[src/rtl/seg7_scan.sv]
// rtl/seg7_scan.sv - multiplexed seven-segment scan driver with frame-atomic value loading
// Optional build macro: SEG7_LEADING_ZERO_BLANK_EN blanks digits above the highest nonzero nibble.
module seg7_scan #(
    parameter int DIGITS     = 4,
    parameter bit ACTIVE_LOW = 1
) (
    input  logic                  sysclk,
    input  logic                  rst,
    input  logic                  scan_clk,
    input  logic [4*DIGITS-1:0]   value,
    input  logic [DIGITS-1:0]     dp_in,
    input  logic                  load_valid,
    output logic                  load_ready,
    output logic [DIGITS-1:0]     an,
    output logic [6:0]            seg,
    output logic                  dp
);
    localparam int IW = (DIGITS > 1) ? $clog2(DIGITS) : 1;
    localparam logic [0:0] S_EMPTY = 1'b0;
    localparam logic [0:0] S_FULL  = 1'b1;

    logic sync1_q, sync2_q, hist_q;
    logic tick, boundary, hs;
    logic [IW-1:0] idx_q, idx_d;
    logic [0:0] state_q, state_d;
    logic ready_q;
    logic [4*DIGITS-1:0] pend_val_q, disp_val_q, disp_val_d;
    logic [DIGITS-1:0] pend_dp_q, disp_dp_q, disp_dp_d;
    logic [DIGITS-1:0] an_q, an_d;
    logic [6:0] seg_q, seg_d;
    logic dp_q, dp_d;
    logic [3:0] nib;
    logic blank;

    function automatic logic [6:0] hex_decode(input logic [3:0] n);
        case (n)
            4'h0: hex_decode = 7'h3F;
            4'h1: hex_decode = 7'h06;
            4'h2: hex_decode = 7'h5B;
            4'h3: hex_decode = 7'h4F;
            4'h4: hex_decode = 7'h66;
            4'h5: hex_decode = 7'h6D;
            4'h6: hex_decode = 7'h7D;
            4'h7: hex_decode = 7'h07;
            4'h8: hex_decode = 7'h7F;
            4'h9: hex_decode = 7'h6F;
            4'hA: hex_decode = 7'h77;
            4'hB: hex_decode = 7'h7C;
            4'hC: hex_decode = 7'h39;
            4'hD: hex_decode = 7'h5E;
            4'hE: hex_decode = 7'h79;
            default: hex_decode = 7'h71;
        endcase
    endfunction

    assign tick     = sync2_q & ~hist_q;
    assign boundary = tick && (idx_q == IW'(DIGITS - 1));
    assign hs       = load_valid & ready_q;

    always_comb begin
        idx_d = idx_q;
        if (tick) idx_d = (idx_q == IW'(DIGITS - 1)) ? '0 : idx_q + IW'(1);

        state_d = state_q;
        case (state_q)
            S_EMPTY: if (hs) state_d = S_FULL;
            default: if (boundary) state_d = S_EMPTY;
        endcase

        // The commit and the first digit of the new frame happen on the same edge.
        disp_val_d = disp_val_q;
        disp_dp_d  = disp_dp_q;
        if (state_q == S_FULL && boundary) begin
            disp_val_d = pend_val_q;
            disp_dp_d  = pend_dp_q;
        end

        nib   = disp_val_d[idx_d*4 +: 4];
        blank = 1'b0;
`ifdef SEG7_LEADING_ZERO_BLANK_EN
        begin
            logic [IW-1:0] top;
            top = '0;
            for (int k = 0; k < DIGITS; k++)
                if (disp_val_d[4*k +: 4] != 4'h0) top = IW'(k);
            blank = (idx_d > top);
        end
`endif
        an_d  = {{(DIGITS-1){1'b0}}, 1'b1} << idx_d;
        seg_d = blank ? 7'h00 : hex_decode(nib);
        dp_d  = disp_dp_d[idx_d];
        if (ACTIVE_LOW) begin
            an_d  = ~an_d;
            seg_d = ~seg_d;
            dp_d  = ~dp_d;
        end
    end

    always_ff @(posedge sysclk) begin
        if (rst) begin
            sync1_q    <= 1'b0;
            sync2_q    <= 1'b0;
            hist_q     <= 1'b0;
            idx_q      <= '0;
            state_q    <= S_EMPTY;
            ready_q    <= 1'b0;
            pend_val_q <= '0;
            pend_dp_q  <= '0;
            disp_val_q <= '0;
            disp_dp_q  <= '0;
            an_q       <= ACTIVE_LOW ? '1 : '0;
            seg_q      <= ACTIVE_LOW ? 7'h7F : 7'h00;
            dp_q       <= ACTIVE_LOW;
        end else begin
            sync1_q    <= scan_clk;
            sync2_q    <= sync1_q;
            hist_q     <= sync2_q;
            idx_q      <= idx_d;
            state_q    <= state_d;
            ready_q    <= (state_d == S_EMPTY);
            disp_val_q <= disp_val_d;
            disp_dp_q  <= disp_dp_d;
            if (hs) begin
                pend_val_q <= value;
                pend_dp_q  <= dp_in;
            end
            if (tick) begin
                an_q  <= an_d;
                seg_q <= seg_d;
                dp_q  <= dp_d;
            end
        end
    end

    assign load_ready = ready_q;
    assign an         = an_q;
    assign seg        = seg_q;
    assign dp         = dp_q;
endmodule

[config.mk]
export PLATFORM = sky130hd
export DESIGN_NAME = seg7_scan
export DESIGN_NICKNAME = d
export VERILOG_FILES = /design/src/rtl/seg7_scan.sv
export SDC_FILE = /design/constraint.sdc
export NUM_CORES = 1
export LEC_CHECK = 0
export ABC_CLOCK_PERIOD_IN_PS = 3900
export BUFFER_PORTS_ARGS = -buffer_cell sky130_fd_sc_hd__buf_4
export CAP_MARGIN = 20
export CORE_UTILIZATION = 56
export CTS_CLUSTER_SIZE = 24
export DETAILED_ROUTE_END_ITERATION = 7
export HOLD_SLACK_MARGIN = 0.12
export PLACE_DENSITY_LB_ADDON = 0.12
export SYNTH_ARGS = -nofsm -noshare
export SYNTH_HDL_FRONTEND = slang
export SYNTH_SLANG_ARGS = --single-unit
[constraint.sdc]
create_clock -name sysclk -period 3.9 [get_ports sysclk]
set_input_delay 0.39 -clock sysclk [delete_from_list [all_inputs] [get_ports sysclk]]
set_output_delay 0.39 -clock sysclk [all_outputs]
set_load 0.03 [all_outputs]
==> Implementation_results.wiki, run 1 <==
{| class="wikitable"
! Metric !! Value
|-
| Outcome || completed
|-
| Initial antenna violation count || 0
|-
| Slew at the pin with the worst max-slew slack || about 0.75 ns
|-
| Post-CTS resize count || 0
|-
| Vias in the first global route || slightly below 2000
|-
| Clock latency on the worst-skew pair || approximately 0.33 ns
|-
| Clk Tree Root Cell || clkbuf_8
|-
| # DRC || 0
|-
| Synthesis warning total || 0
|-
| Achievable Freq || between 300 and 400 MHz
|-
| Final core utilization || 0.690
|-
| Synth Register Bits || 59
|-
| Slew HR || 0.501
|-
| Share of final-layout standard cells stronger than drive strength 1 || 0.187
|-
| Met3 track utilization from global routing || 0.0480
|-
| Final Net Count || between 300 and 400
|-
| Post-Syn Area per Cell || 9.10 um^2
|-
| Count of inserted antenna diode cells || 0
|-
| Maximum number of pins on one net before global-route repair || 61
|-
| # port buffers || 36
|-
| Starting Density || 0.588
|-
| Initial DRT Pass Iterations || 4
|-
| Count of different cell masters after synthesis || between 40 and 50
|-
| Worst hold path type || in -> reg
|-
| Average wire length per cell after detail routing || between 10 and 15 um
|-
| Number of CTS-inserted buffers || 9
|-
| Final setup violation count || 0
|-
| Die Width || ~70 um
|-
| Total wire length || roughly 5 mm
|-
| Number of DRC markers in iteration 0 || around 120
|-
| Sequential element share of the synthesized area || 0.458
|-
| Proportion of synthesized flip-flops having asynchronous set or reset || 0
|-
| Total vias in the final route || ~2000
|-
| Number of filler cells placed in the layout || approximately 380
|-
| Total global routing track utilization || 0.234
|-
| Type of the worst setup path || reg -> reg
|-
| Gr ovfl total || 0
|-
| Count of flip-flops with a built-in enable after synthesis || 0
|-
| Post-synthesis instance area || approximately 2600 um^2
|-
| Max clock buf depth || 2
|-
| Met1 demand-to-capacity share in global routing || 0.290
|-
| H-tree Lvls || 3
|-
| Ratio of routed vias to standard cells || about 5.4
|-
| Arrival time of the worst setup path || about 3.5 ns
|-
| Maximum fanout count along the critical path || 13
|-
| Final worst hold slack || 0.281 ns
|-
| Std-Cell Core Area || 4380 um^2
|-
| Hpwl dp || approximately 3.5 mm
|-
| Chip Height || around 70 um
|-
| CTS clock-pin slew for the worst setup and hold paths || roughly 0.06 ns
|-
| Number of sinks driven by the clock tree || 59
|-
| Count of final max-slew check failures || 0
|-
| Post-layout min period || ~3.3 ns
|-
| Most Crowded Layer GR || met2
|-
| Final count of hold timing violations || 0
|-
| Endpoint type of the worst setup path || flip-flop
|-
| Commonest register cell after synthesis || dfxtp_1
|-
| I/O Pins || 37
|-
| Final weighted congestion in routability-driven placement || 0.842
|-
| Maximum vdd drop || between 300 and 400 uV
|-
| Final period util || 0.844
|-
| Summed negative setup slack over all endpoints || 0 ns
|-
| Wire length of the first global-routing pass || approximately 8.9 mm
|-
| TritonCTS clock tree || yes
|-
| Hold buffer count at cts || 0
|-
| Setup crit start kind || flip-flop
|-
| Endpoint required time on the critical path || 4.11 ns
|-
| Clock tree skew after final layout || approximately 0.0028 ns
|-
| Setup repair after global routing missed its margin || false
|-
| Remaining antenna violation count after routing || 0
|-
| Post-CTS setup buffer count || 0
|-
| Die Area || approximately 4900 um^2
|-
| Cell count after synthesis || around 280
|-
| Post-synthesis net count || between 300 and 400
|-
| Max cap viols || 0
|-
| Syn-to-layout area delta || 17.4%
|-
| Areal power density over the cells || 413 nW/um^2
|-
| # rows || 24
|-
| Met2 track demand over resource || 0.382
|-
| Leakage || between 1 and 1.5 nW
|}
## power by group
group,internal (mW),switching [mW],total (mW)
logic,0.0443,0.0626,0.107
clock network,0.290,0.218,0.508
registers,0.622,0.0119,0.634
## cell usage in the layout (no fill, tap or decap), drive strengths merged
cell     instances
a2111oi          3
a211o            1
a211oi           1
a21oi           33
a31oi            2
a32o             1
a32oi            1
and2             2
and2b            1
and3             1
buf             39
bufinv           1
clkbuf          12
clkinv           2
dfxtp           59
ha               7
inv              6
mux2             6
mux2i           21
nand2           48
nand2b           8
nand3            1
nand3b           1
nand4b           1
nor2            30
nor2b            9
nor3             5
nor3b            1
nor4b            1
o2111ai          1
o211ai           2
o21ai            8
o21bai           1
o22ai            1
o32a             1
or2              1
or3              1
or4b             1
## through the flow
step | instance area (um^2) | total power, mW | setup WS, ns | std cells
after floorplan | 2580 | 0.712 | 1.16 | 283
after global placement | 2850 | 0.751 | 0.779 | 358
after detailed placement | 2850 | 0.753 | 0.626 | 358
after CTS | 3030 | 1.27 | 0.611 | 373
after global routing | 3030 | 1.30 | 0.361 | 373
final | 3030 | 1.25 | 0.609 | 373
## Yosys cell counts, types with 2 or more instances
| cell | number | area share |
|---|---|---|
| inv_1 | 6 | 0.0087 |
| o211ai_1 | 2 | 0.0058 |
| nor2b_1 | 9 | 0.022 |
| dfxtp_1 | 59 | 0.46 |
| and2_1 | 2 | 0.0049 |
| mux2i_1 | 21 | 0.082 |
| a21oi_1 | 33 | 0.064 |
| o21ai_0 | 4 | 0.0078 |
| a2111oi_4 | 3 | 0.032 |
| buf_6 | 3 | 0.013 |
| nand2b_1 | 8 | 0.019 |
| mux2_1 | 3 | 0.013 |
| o21ai_1 | 4 | 0.0078 |
| nand2_1 | 48 | 0.070 |
| nor3_1 | 5 | 0.0097 |
| clkbuf_1 | 12 | 0.017 |
| ha_1 | 7 | 0.034 |
| nor2_1 | 29 | 0.042 |
| a31oi_1 | 2 | 0.0049 |
| mux2_2 | 2 | 0.0087 |
## registers in the layout (all words and copies together), names as in the netlist, 2 cells and up
signal      cells
pend_val_q     16
disp_dp_q       4
idx_q           2
pend_dp_q       4
disp_val_q     16
seg             7
an              4
## logic make-up (layout without fill, tap and decap cells)
group / count (synthesis) / after routing / synth area share
adder cells (fa/ha/maj): 7 / 7 / 0.0340
flip-flops: 59 / 59 / 0.458
AND/OR/NAND/NOR: 112 / 112 / 0.202
AO/OA/AOI/OAI: 56 / 56 / 0.155
multiplexers: 27 / 27 / 0.109
buffers and inverters: 22 / 60 / 0.0413
## worst paths after layout
kind                             from                   to  slack [ns]  cells past startpoint
hold / removal               scan_clk   sync1_q$_SDFF_PP0_        0.28                      2
setup / recovery  idx_q[0]$_SDFF_PP0_  seg[4]$_SDFFE_PP1N_        0.61                      9
setup reg to reg  idx_q[0]$_SDFF_PP0_  seg[4]$_SDFFE_PP1N_        0.61                      9
hold reg to reg    sync1_q$_SDFF_PP0_   sync2_q$_SDFF_PP0_        0.45                      1
## per-layer routing
metal,vias to the layer above,wire length [um]
li1,1029,-
met1,953,2410
met2,29,2520
met3,9,128
met4,0,88
met5,-,0
## worst max-delay path, cell delays in order (launching register included)
cell and delay [ns]:
dfxtp_1 0.45, ha_1 0.27, nand4b_2 0.46, mux2i_1 0.37
inv_1 0.11, a2111oi_4 0.56, inv_1 0.15, ha_1 0.29
a32o_1 0.23, or3_1 0.29
## cell type report
| cell class | instances | area, um^2 | area share |
|---|---|---|---|
| clock inverter | 3 | 40.0 | 0.0132 |
| tap | 52 | 65.1 | 0.0215 |
| sequential | 59 | 1180 | 0.390 |
| timing repair buffer | 39 | 293 | 0.0968 |
| multi-input combinational | 202 | 1290 | 0.426 |
| inverter | 6 | 22.5 | 0.00744 |
| clock buffer | 12 | 135 | 0.0447 |
No activity file was read; power rests on OpenSTA's default activity.
==> run 2: changes to the inputs <==
--- a/config.mk
+++ b/config.mk
@@ -5,7 +5,8 @@
 export SDC_FILE = /design/constraint.sdc
 export NUM_CORES = 1
 export LEC_CHECK = 0
-export ABC_CLOCK_PERIOD_IN_PS = 3900
+export ABC_AREA = 1
+export ABC_CLOCK_PERIOD_IN_PS = 3200
 export BUFFER_PORTS_ARGS = -buffer_cell sky130_fd_sc_hd__buf_4
 export CAP_MARGIN = 20
 export CORE_UTILIZATION = 56
==> constraint.sdc (replaced) <==
create_clock -name sysclk -period 3.2 [get_ports sysclk]
set_input_delay 0.32 -clock sysclk [delete_from_list [all_inputs] [get_ports sysclk]]
set_output_delay 0.32 -clock sysclk [all_outputs]
set_load 0.03 [all_outputs]
==> Implementation_results.wiki, run 2 <==
{| class="wikitable"
! Metric !! Value
|-
| Slew HR || 0.524 (+0.0227)
|-
| Remaining antenna violation count after routing || 0 (unchanged)
|-
| Setup repair after global routing missed its margin || false
|-
| Starting Density || 0.596 (+0.00839)
|-
| Maximum vdd drop || 269 uV (-13%)
|-
| Ratio of routed vias to standard cells || 4.98 (-8.1%)
|-
| Number of CTS-inserted buffers || 9 (unchanged)
|-
| Std-Cell Core Area || 4440 um^2 (+1.4%)
|-
| Post-Syn Area per Cell || 7.24 um^2 (-20%)
|-
| CTS clock-pin slew for the worst setup and hold paths || 0.06 ns (about the same)
|-
| Endpoint required time on the critical path || 3.42 ns (-0.69 ns)
|-
| # rows || 24 (unchanged)
|-
| Cell types with the largest area share after synthesis || dfxtp_1 (45%), nand2_1 (14%), a21oi_1 (6.2%)
|-
| Library cell with the highest instance count after synthesis || nand2_1
|-
| Clock tree skew after final layout || 0.00521 ns (+0.00243 ns)
|-
| H-tree Lvls || 3 (unchanged)
|-
| # placed instances || 438 (+22%)
|-
| Die Area || 5010 um^2 (+2.7%)
|-
| Cell count after synthesis || 366 (+29%)
|-
| Initial DRT Pass Iterations || 6 (+2)
|-
| Chip Height || 70.8 um (+1.4%)
|-
| Post-synthesis net count || 397 (+26%)
|-
| Routed metal-1 wirelength || 2.54 mm (+5.2%)
|-
| Maximum single-stage delay on the critical path || 0.63 ns (+0.07 ns)
|-
| Max clock buf depth || 2 (unchanged)
|-
| Total global routing track utilization || 0.232 (-0.00220)
|-
| Summed negative setup slack over all endpoints || 0 ns (unchanged)
|-
| Max cap viols || 0 (unchanged)
|-
| Setup crit start kind || flip-flop
|-
| Average wire length per cell after detail routing || 11.4 um (-17%)
|-
| Leakage || 1.39 nW (+2.8%)
|-
| Synth Register Bits || 59 (unchanged)
|-
| Syn-to-layout area delta || 15.0%
|-
| TritonCTS clock tree || yes
|-
| Post-CTS setup buffer count || 0 (unchanged)
|-
| I/O Pins || 37 (unchanged)
|-
| Total vias in the final route || 2240 (+11%)
|-
| Maximum number of pins on one net before global-route repair || 38 (-38%)
|-
| Count of final max-slew check failures || 0 (unchanged)
|-
| Series of cell instances along the critical path || nand2_2 -> nor2_1 -> nand2_1 -> nand2_1 -> nand2_1 -> nand2_1 -> nor2_4 -> ha_1 -> inv_1 -> nand2_1 -> nand3_1 -> nand3_1 -> nand2_1
|-
| Arrival time of the worst setup path || 2.73 ns (-0.77 ns)
|-
| Areal power density over the cells || 499 nW/um^2 (+21%)
|-
| Area share of the largest cell type after synthesis || 0.446 (-0.0126)
|-
| Post-synthesis instance area || 2650 um^2 (+2.8%)
|-
| Cell mode on critical path || nand2_1
|-
| Count of flip-flops with a built-in enable after synthesis || 0 (unchanged)
|-
| Final Net Count || 428 (+23%)
|-
| Die Width || 70.8 um (+1.4%)
|-
| Wire length of the first global-routing pass || 9.05 mm (+1.7%)
|-
| Critical-path top delay cell || nor2_1
|-
| Final weighted congestion in routability-driven placement || 0.854 (+1.4%)
|-
| Minimum setup slack among reg-to-reg paths || 0.69 ns (+0.08 ns)
|-
| Post-layout min period || 2.51 ns (-0.779 ns)
|-
| Maximum fanout count along the critical path || 22 (+9)
|-
| Most used cells in the layout excluding fill and tap cells || nand2_1 (98), dfxtp_1 (59), nor2_1 (42)
|-
| Commonest register cell after synthesis || dfxtp_1
|-
| Synthesis warning total || 0 (unchanged)
|-
| Final count of hold timing violations || 0 (unchanged)
|-
| Top cell types by occurrence after synthesis || nand2_1 (98), dfxtp_1 (59), nor2_1 (42), a21oi_1 (33), inv_1 (30)
|-
| Share of final-layout standard cells stronger than drive strength 1 || 0.196 (+0.00906)
|-
| Leading cell type in the layout, fill and taps excluded || nand2_1
|-
| Count of different cell masters after synthesis || 22 (-46%)
|-
| Worst hold path type || in -> reg
|-
| Library cell occupying the most area in the post-synthesis netlist || dfxtp_1
|-
| Proportion of synthesized flip-flops having asynchronous set or reset || 0 (unchanged)
|-
| Number of cells in the finished layout apart from fillers || 450 (+21%)
|-
| Highest metal layer used by the detailed router || met4
|-
| Type of the worst setup path || reg -> reg
|-
| Clock latency on the worst-skew pair || 0.33 ns (about the same)
|-
| Final period util || 0.785 (-0.0589)
|-
| Gr ovfl total || 0 (unchanged)
|-
| Number of filler cells placed in the layout || 397 (+3.4%)
|-
| Outcome || completed
|-
| Initial antenna violation count || 0 (unchanged)
|-
| Hpwl dp || 3.67 mm (+5.7%)
|-
| Clk Tree Root Cell || clkbuf_8
|-
| # DRC || 0 (unchanged)
|-
| Number of DRC markers in iteration 0 || 141 (+14%)
|-
| Met2 routed wirelength || 2.29 mm (-9.2%)
|-
| # port buffers || 36 (unchanged)
|-
| Total wire length || 5.13 mm (-0.23%)
|-
| Achievable Freq || 398 MHz (+31%)
|-
| Hold buffer count at cts || 0 (unchanged)
|-
| Sequential element share of the synthesized area || 0.446 (-0.0126)
|-
| Vias in the first global route || 2052 (+3.6%)
|-
| Number of sinks driven by the clock tree || 59 (unchanged)
|-
| Count of inserted antenna diode cells || 0 (unchanged)
|-
| Final setup violation count || 0 (unchanged)
|-
| Post-CTS resize count || 0 (unchanged)
|-
| Endpoint type of the worst setup path || flip-flop
|-
| Slew at the pin with the worst max-slew slack || 0.713 ns (-0.0358 ns)
|-
| Wire length on met3 || 202 um (+58%)
|}
## run 2: worst paths after layout
kind,depth (start not counted),end,start
setup reg to reg,13,seg[3]$_SDFFE_PP1N_,sync2_q$_SDFF_PP0_
hold / removal,3,sync1_q$_SDFF_PP0_,scan_clk
hold reg to reg,2,sync2_q$_SDFF_PP0_,sync1_q$_SDFF_PP0_
setup / recovery,13,seg[3]$_SDFFE_PP1N_,sync2_q$_SDFF_PP0_
## run 2: cells by family (layout without fill, tap and decap cells)
| group | after synthesis | count (layout) | synth area share |
|---|---|---|---|
| simple gates | 176 | 176 | 0.294 |
| compound gates | 71 | 71 | 0.139 |
| flops | 59 | 59 | 0.446 |
| buf+inv | 53 | 85 | 0.0879 |
| fa+ha+maj | 7 | 7 | 0.0331 |
## run 2: per-stage QoR
stage / util / hold slack, ns / total power [mW] / area, um^2 / worst slack (ns)
after floorplan: - / 0.388 / 0.918 / 2650 / 1.21
after global placement: 0.650 / 0.393 / 0.972 / 2890 / 0.783
after detailed placement: 0.650 / 0.412 / 0.977 / 2890 / 0.723
after CTS: 0.685 / 0.210 / 1.53 / 3050 / 0.689
after global routing: 0.685 / 0.234 / 1.58 / 3050 / 0.397
final: 0.685 / 0.214 / 1.52 / 3050 / 0.688
## run 2: power breakdown
group	total (mW)	switching [mW]	internal, mW
sequential	0.784	0.0178	0.767
clock	0.560	0.254	0.306
combinational	0.176	0.108	0.0677
total	1.52	0.380	1.14
## run 2: routing by layer
layer  vias up  global-route usage
met5         -                   0
met4         0               0.120
met3        11              0.0556
met2        50               0.372
met1       968               0.292
li1       1211                   -
## run 2: final cells by class
type	instances	area, um^2	share of cell area
flip-flops and latches	59	1180	0.388
clock buffers	12	155	0.0509
inverters	37	139	0.0456
well taps	52	65.1	0.0214
repair buffers	36	270	0.0887
multi-input cells	254	1230	0.406
## run 2: critical path, delay by kind of cell, from the launching register on
family	cells	cell delay [ns]
and+or+nand+nor	11	1.67
DFF	1	0.40
adders and majority gates	1	0.29
buffers and inverters	1	0.04
